===== config.mk =====
export PLATFORM = sky130hd
export DESIGN_NAME = door_motion_sequencer
export DESIGN_NICKNAME = d
export VERILOG_FILES = /design/src/rtl/door_ctrl_pkg.sv /design/src/rtl/door_timer.sv /design/src/rtl/door_motion_sequencer.sv
export SDC_FILE = /design/constraint.sdc
export NUM_CORES = 1
export LEC_CHECK = 0
export ABC_AREA = 1
export ABC_CLOCK_PERIOD_IN_PS = 5600
export BUFFER_PORTS_ARGS = -buffer_cell sky130_fd_sc_hd__buf_2
export CORE_AREA = 2 2 53 55
export DETAILED_ROUTE_END_ITERATION = 8
export DIE_AREA = 0 0 55 57
export PLACE_DENSITY = 0.81
export SYNTH_ARGS = -nofsm -noshare
export SYNTH_HDL_FRONTEND = slang
export SYNTH_HIERARCHICAL = 1
export SYNTH_SLANG_ARGS = --single-unit
export TNS_END_PERCENT = 30

===== constraint.sdc =====
create_clock -name CLK -period 5.6 [get_ports CLK]
set_input_delay 0.28 -clock CLK [delete_from_list [all_inputs] [get_ports CLK]]
set_output_delay 0.28 -clock CLK [all_outputs]
set_load 0.02 [all_outputs]

===== src/rtl/door_ctrl_pkg.sv =====
// rtl/door_ctrl_pkg.sv - shared state encodings, direction constants and timer sizing for the door sequencer
package door_ctrl_pkg;

  typedef enum logic [2:0] {
    ST_IDLE    = 3'd0,
    ST_CLOSED  = 3'd1,
    ST_OPEN    = 3'd2,
    ST_OPENING = 3'd3,
    ST_CLOSING = 3'd4,
    ST_DEAD    = 3'd5,
    ST_FAULT   = 3'd6
  } state_t;

  typedef enum logic {
    DIR_DN = 1'b0,
    DIR_UP = 1'b1
  } dir_t;

  // One counter serves travel, dead and hold phases, so it is sized for the longest.
  function automatic int timer_width(input int travel_max, input int dead_cyc, input int hold_cyc);
    int m;
    m = travel_max;
    if (dead_cyc > m) m = dead_cyc;
    if (hold_cyc > m) m = hold_cyc;
    return (m > 1) ? $clog2(m) : 1;
  endfunction

endpackage


===== src/rtl/door_timer.sv =====
// rtl/door_timer.sv - shared phase up-counter with synchronous clear and terminal compare
module door_timer #(
  parameter int W = 4
) (
  input  logic         CLK,
  input  logic         RST,
  input  logic         clr,
  input  logic         en,
  input  logic [W-1:0] term_val,
  output logic         term
);

  logic [W-1:0] count_q;
  logic [W-1:0] count_d;

  always_comb begin
    count_d = count_q;
    if (clr) begin
      count_d = '0;
    end else if (en) begin
      count_d = count_q + W'(1);
    end
  end

  always_ff @(posedge CLK or negedge RST) begin
    if (!RST) begin
      count_q <= '0;
    end else begin
      count_q <= count_d;
    end
  end

  assign term = (count_q == term_val);

endmodule


===== src/rtl/door_motion_sequencer.sv =====
// rtl/door_motion_sequencer.sv - garage door motion FSM with request arbitration and safety sequencing
// Optional auto-close from OPEN is compiled in when AUTO_CLOSE_EN is defined.
module door_motion_sequencer
  import door_ctrl_pkg::*;
#(
  parameter int NREQ       = 3,
  parameter int DEAD_CYC   = 8,
  parameter int TRAVEL_MAX = 1000,
  parameter int HOLD_CYC   = 5000
) (
  input  logic            CLK,
  input  logic            RST,
  input  logic [NREQ-1:0] REQ,
  input  logic            UP_Max,
  input  logic            DN_Max,
  input  logic            OBST,
  output logic [NREQ-1:0] GNT,
  output logic            UP_M,
  output logic            DN_M,
  output logic [2:0]      STATE,
  output logic            FAULT
);

  localparam int TW = timer_width(TRAVEL_MAX, DEAD_CYC, HOLD_CYC);
  localparam logic [TW-1:0] TRAVEL_TERM = TW'(TRAVEL_MAX - 1);
  localparam logic [TW-1:0] DEAD_TERM   = TW'(DEAD_CYC - 1);
`ifdef AUTO_CLOSE_EN
  localparam logic [TW-1:0] HOLD_TERM   = TW'(HOLD_CYC - 1);
`endif

  state_t          state_q;
  state_t          state_d;
  dir_t            last_dir_q;
  dir_t            last_dir_d;
  logic [NREQ-1:0] req_low;
  logic            grant;
  logic            conflict;
  logic            timer_clr;
  logic            timer_en;
  logic            timer_term;
  logic [TW-1:0]   timer_term_val;

  // Lowest set bit wins; requests are held off entirely during the reversal dead time.
  assign req_low  = REQ & (~REQ + NREQ'(1));
  assign GNT      = (state_q == ST_DEAD) ? '0 : req_low;
  assign grant    = |GNT;
  assign conflict = UP_Max & DN_Max;

  always_comb begin
    state_d = state_q;
    if (conflict && (state_q != ST_FAULT)) begin
      state_d = ST_FAULT;
    end else begin
      case (state_q)
        ST_IDLE: begin
          if (grant) begin
            if (DN_Max) begin
              state_d = ST_OPENING;
            end else if (UP_Max) begin
              state_d = ST_CLOSING;
            end else begin
              state_d = (last_dir_q == DIR_UP) ? ST_CLOSING : ST_OPENING;
            end
          end
        end
        ST_CLOSED: begin
          if (grant) state_d = ST_OPENING;
        end
        ST_OPEN: begin
          if (grant && !OBST) state_d = ST_CLOSING;
`ifdef AUTO_CLOSE_EN
          if (timer_term && !OBST) state_d = ST_CLOSING;
`endif
        end
        ST_OPENING: begin
          if (timer_term) begin
            state_d = ST_FAULT;
          end else if (UP_Max) begin
            state_d = ST_OPEN;
          end else if (grant) begin
            state_d = ST_IDLE;
          end
        end
        ST_CLOSING: begin
          if (timer_term) begin
            state_d = ST_FAULT;
          end else if (DN_Max) begin
            state_d = ST_CLOSED;
          end else if (OBST) begin
            state_d = ST_DEAD;
          end else if (grant) begin
            state_d = ST_IDLE;
          end
        end
        ST_DEAD: begin
          if (timer_term) state_d = ST_OPENING;
        end
        ST_FAULT: begin
          if (grant) state_d = ST_IDLE;
        end
        default: state_d = ST_IDLE;
      endcase
    end
  end

  always_comb begin
    last_dir_d = last_dir_q;
    if (state_d == ST_OPENING) begin
      last_dir_d = DIR_UP;
    end else if (state_d == ST_CLOSING) begin
      last_dir_d = DIR_DN;
    end
  end

  // Every phase starts from zero; in OPEN a broken beam restarts the hold period.
  always_comb begin
    timer_clr      = (state_d != state_q) || ((state_q == ST_OPEN) && OBST);
    timer_en       = 1'b0;
    timer_term_val = TRAVEL_TERM;
    case (state_q)
      ST_OPENING, ST_CLOSING: timer_en = 1'b1;
      ST_DEAD: begin
        timer_en       = 1'b1;
        timer_term_val = DEAD_TERM;
      end
`ifdef AUTO_CLOSE_EN
      ST_OPEN: begin
        timer_en       = 1'b1;
        timer_term_val = HOLD_TERM;
      end
`endif
      default: timer_en = 1'b0;
    endcase
  end

  door_timer #(
    .W(TW)
  ) u_timer (
    .CLK     (CLK),
    .RST     (RST),
    .clr     (timer_clr),
    .en      (timer_en),
    .term_val(timer_term_val),
    .term    (timer_term)
  );

  always_ff @(posedge CLK or negedge RST) begin
    if (!RST) begin
      state_q    <= ST_IDLE;
      last_dir_q <= DIR_DN;
    end else begin
      state_q    <= state_d;
      last_dir_q <= last_dir_d;
    end
  end

  assign UP_M  = (state_q == ST_OPENING);
  assign DN_M  = (state_q == ST_CLOSING);
  assign STATE = state_q;
  assign FAULT = (state_q == ST_FAULT);

endmodule


# Word level (Yosys, flattened, before mapping)
# Cells that the tools add are included.
# word_totals
romBits	0
memories	0
latch_bits	0
regBits	17
ram_bits	0
in_bits	8
# op_classes
div_mod_pow	0
order_cmp	0
bitwise_logic	3
n_mux	22
n_shift	0
addsub	2
eq_ne	11
n_mul	0
n_reduce_logical	10
# op_table
cell	n
$mux 3	15
$mux 13	2
$pmux 3 s7	1
$add 13x1->13 const B	1
$eq 13x10->1	1
$eq 3x3->1 const B	4
$mux 10	1
$eq 3x2->1 const B	3
$reduce_or 3->1	2
$reduce_bool 2->1	2
$add 3x1->3 const B	1
$and 3x3->3	1
$eq 3x1->1 const B	1
$logic_and 1x1->1	3
$logic_not 3->1	1
$mux 1	3
$ne 3x3->1	1
$ne 3x3->1 const B	1
$not 3->3	1
$and 1x1->1	1
$logic_not 1->1	1
$logic_or 1x1->1	1

# Logic depth before layout (Yosys ltp)
# depth
ltp_word	14
ltp_mapped	23
ltp_nobuf	23

# Cells and area by module
# The synthesis kept the hierarchy.
# modules_own_cells
module	instances	seq_area_each_um2	area_each_um2	cells_each
door_timer	1	325.3	895.9	127
door_motion_sequencer	1	100.1	600.6	105

# Least setup slack after synthesis
# No wires, ideal clock.
# synth_timing
path_kind	register to register
from	reg state_q[1], in the netlist STATE[1]
to	reg u_timer.count_q[9]
slack_ps	2911
arrival_time_ps	2572
period_less_slack_ps	2689
setup_time_ps	117
stages_incl_launch_ff	21
t_required_ps	5483
n_path_buf	0
path_cell_list	dfrtp_1 inv_2 nand3_4 xor2_1 nor2_1 nand3_1 nor2_1 nor2_1 nor2_1 nand2_1 nor2_2 nand3_2 nand2_1 nand2_1 nor2_1 nand2_1 o21ai_2 nor2_2 and2_1 nor2_1 nor2_1
# synth_via
elab_cells_between_ends	33
# synth_lines
element	line_no	text
from (decl)	door_motion_sequencer.sv:31	state_t state_q;
from (signal assigned)	door_motion_sequencer.sv:152	state_q <= state_d;
$eq 3x3->1 (*)	door_motion_sequencer.sv:120	case (state_q)
$mux 10 (*)	door_motion_sequencer.sv:120	
named net timer_term_val[5]	door_motion_sequencer.sv:41	logic [TW-1:0] timer_term_val;
$eq 13x10->1 (*)	door_timer.sv:33	assign term = (count_q == term_val);
named net timer_term	door_motion_sequencer.sv:40	logic timer_term;
$mux 3 (on tied branches)	door_motion_sequencer.sv:96, door_motion_sequencer.sv:76, door_motion_sequencer.sv:85	
$pmux 3 s7 (*)	door_motion_sequencer.sv:54	case (state_q)
$mux 3 (*)	door_motion_sequencer.sv:51	if (conflict && (state_q != ST_FAULT)) begin
named net state_d[2]	door_motion_sequencer.sv:32	state_t state_d;
$ne 3x3->1 (*)	door_motion_sequencer.sv:117	timer_clr = (state_d != state_q) || ((state_q == ST_OPEN) && OBST);
$logic_or 1x1->1 (*)	door_motion_sequencer.sv:117	
named net timer_clr	door_motion_sequencer.sv:38	logic timer_clr;
$mux 13 / $reduce_bool 2->1 (equally long branches)	n/a	
to (signal assigned)	door_timer.sv:29	count_q <= count_d;
to (decl)	door_timer.sv:13	logic [W-1:0] count_q;
# Mark *: on every way through the listed nets, which the timed path passes. The rest lies on a longest branch.
# A chain may end at the register's enable or synchronous reset.

# Final worst setup path
# layout_timing
from	reg state_q[2], in the netlist STATE[2]
to	reg u_timer.count_q[4]
# The elaborated chain is that of the path after synthesis.

==> qor.csv <==
stage,metric,value,unit
timing,rsz0062_at_grt,false,
clocking,cts_setup_buffers,0,
clocking,cts_buffer_depth,2,
timing,report.final.slew_viol_count,0,
final_layout,finalNetCount,270,
floorplanning,start_util,57.2,%
hold_path,hold_path_class,input pin to async pin,
grt,grt_pass1_wl,5040,µm
clocking,cts.htree.levels,1,
detailed_routing,wl_per_cell,10.4,µm
power,powerDensity,355,nW/µm²
clocking,cts_tree,built,
detailed_routing,postRouteAntennaNets,0,
final_layout,fin_util,63.2,%
final_layout,final_common_cell,nand2_1,
critical_path,required,5.82,ns
floorplanning,core-area,2620,µm²
grt,antenna_found_initial,0,
critical_path,crit_path_cell_trace,nand3_4 > xor2_1 > nor2_1 > nand3_1 > nor2_1 > nor2_1 > nor2_1 > nand2_1 > nor2_2 > nand3_2 > nand2_1 > nand2_1 > nor2_1 > nand2_1 > inv_1 > o21ai_0 > a21oi_1,
critical_path,cp_max_fo,15,
final_layout,final_cell_area,1650,µm²
place,place_area,1620,µm²
clocking,clkSinkCount,17,
detailed_routing,totalWireLength,3010,µm
critical_path,cp_slowest_stage_delay,0.61,ns
grt,grt_pass1_vias,1240,
clocking,cts_buffers,3,
grt,grt_use_total,21.6,%
synthesis,synth-seq-cells,17,
critical_path,cp-end-kind,register,
run,cap_violations,0,
final_layout,layout_common_cells,"62 x nand2_1, 37 x nor2_1, 34 x inv_1, 17 x dfrtp_1, 16 x buf_2",
place,gp_congestion,0.835,
floorplanning,die-area,3140,µm²
synthesis,yosysUniqueCellTypes,28,
detailed_routing,dr.first_iter.drc_count,37,
timing,max_freq,0.341,GHz
synthesis,yosys_warnings,6,
critical_path,cp_common_cell,nor2_1,
floorplanning,io_pins,17,
timing,whs,0.434,ns
critical_path,slowest_stage,dfrtp_1,
clocking,clk_pin_slew,0.10,ns
detailed_routing,route.detailed.drc,0,
critical_path,crit_type,register to register,
place,dp_hpwl,2370,µm
detailed_routing,drtPass1Iterations,4,
timing,post-route-min-period,2.94,ns
floorplanning,fp-row-count,19,
floorplanning,fp.dieW,55,µm
timing,setup-tns-final,0,ns
floorplanning,die-height,57,µm
grt,grt_max_degree,18,
clocking,insertion_delay,0.28,ns
power,leakage,0.918,nW
status,status,finished clean,
critical_path,setup.worst_path.start_class,register,
critical_path,arrival,3.15,ns
synthesis,syn_area_per_cell,6.45,µm²
detailed_routing,vias,1451,
final_layout,drive_above_1_share,17.7,%
place,portBuffers,16,
final_layout,syn_to_final_growth,10.5,%
synthesis,seq_area_frac_synth,28.4,%
final_layout,fin_cells,291,
grt,grt_remaining_overflow,0,
synthesis,syn_inst,232,
power,max-vdd-ir-drop,0.000286,V
synthesis,syn_area,1500,µm²
timing,fin_skew,0.00308,ns
final_layout,antennaDiodeCount,0,
timing,period_share,52.4,%
clocking,root_buffer,clkbuf_4,
detailed_routing,vias_per_cell,4.99,
place,dp.cells,286,
timing,setup_viol,0,
timing,finalHoldViolCount,0,
-- where the power goes --
group	switching, mW	internal (mW)	total (mW)	leakage (nW)
Clock	0.0375	0.0276	0.0652	0.0150
Combinational	0.239	0.108	0.347	0.673
Sequential	0.0336	0.140	0.174	0.231
Total	0.310	0.276	0.586	0.918
-- final cells by class --
| class | instances | area (µm²) |
|---|---|---|
| tap | 31 | 38.8 |
| inverter | 36 | 135 |
| fill | 249 | 962 |
| sequential | 17 | 425 |
| multi-input combinational | 186 | 937 |
| timing repair buffer | 17 | 90.1 |
| clock buffer | 4 | 26.3 |
-- repair_timing --
item	CTS	global route
hold buffers	1	0
hold endpoints to repair	17	0
endpoints found under the setup margin	0	0
gates resized for setup	0	0
-- sequential cells by signal (all words and copies together), names as in the netlist --
register / count
u_timer/count_q: 13
last_dir_q: 1
STATE: 3
-- through the flow --
| step | worst slack (ns) | power [mW] |
|---|---|---|
| 2_1_floorplan | 2.91 | 0.468 |
| 3_3_place_gp | 2.74 | 0.516 |
| 3_5_place_dp | 2.67 | 0.523 |
| 4_1_cts | 2.65 | 0.589 |
| 5_1_grt | 2.26 | 0.641 |
| 6_report | 2.66 | 0.586 |
-- final timing paths --
| path | start | to | cells after the start | slack, ns |
|---|---|---|---|---|
| max in group asynchronous | RST | u_timer/count_q[1] | 2 | 4.89 |
| min reg2reg | u_timer/count_q[3] | u_timer/count_q[3] | 1 | 0.54 |
| max | STATE[2] | u_timer/count_q[4] | 17 | 2.66 |
| min in group CLK | DN_Max | STATE[2] | 6 | 0.47 |
| max reg2reg | STATE[2] | u_timer/count_q[4] | 17 | 2.66 |
| min | RST | last_dir_q | 2 | 0.43 |
-- per-layer routing --
metal	wire length (µm)	track usage [%]	vias to the layer above
met5	0	0	-
met4	19	6.27	0
met3	103	3.14	2
met2	1450	36.4	26
met1	1440	28.4	651
li1	-	-	772
-- cell families (layout without fill, tap and decap cells) --
| family | count (synthesis) | count (layout) | share of synthesized area (%) |
|---|---|---|---|
| flops | 17 | 17 | 28.4 |
| buf+inv | 39 | 57 | 11.5 |
| fa+ha+maj | 1 | 1 | 0.836 |
| xor+xnor | 7 | 7 | 4.10 |
| compound gates | 19 | 19 | 7.02 |
| other cells | 2 | 12 | 0.502 |
| simple gates | 147 | 147 | 47.7 |
-- critical path: cells and delay by family, from the launching register on --
kind	cells	cell delay [ns]
buffers and inverters	1	0.29
AND/OR/NAND/NOR	13	1.42
XOR/XNOR	1	0.20
flip-flops	1	0.61
AO/OA/AOI/OAI	2	0.34
-- synth_stat cells --
| library cell | instances | area (µm²) |
|---|---|---|
| nand2_1 | 62 | 233 |
| nor2_1 | 37 | 139 |
| inv_1 | 34 | 128 |
| dfrtp_1 | 17 | 425 |
| nand3_1 | 14 | 70.1 |
| nor2_2 | 9 | 56.3 |
| nand3_2 | 8 | 80.1 |
| o21ai_0 | 8 | 40.0 |
| a21oi_1 | 6 | 30.0 |
| xor2_1 | 5 | 43.8 |
| nand2_2 | 3 | 18.8 |
| nand3b_1 | 3 | 22.5 |
| nand4_1 | 3 | 18.8 |
| nor3_1 | 3 | 15.0 |
| buf_6 | 2 | 22.5 |
| conb_1 | 2 | 7.51 |
| inv_2 | 2 | 7.51 |
| nand3_4 | 2 | 35.0 |
| o22ai_1 | 2 | 12.5 |
| xnor2_1 | 2 | 17.5 |
| a31oi_1 | 1 | 6.26 |
| and2_1 | 1 | 6.26 |
| and3_2 | 1 | 7.51 |
| clkbuf_8 | 1 | 13.8 |
| ha_1 | 1 | 12.5 |
| nor2_4 | 1 | 11.3 |
| o21a_1 | 1 | 7.51 |
| o21ai_2 | 1 | 8.76 |
Note: power is estimated with default switching activity, not from simulation.
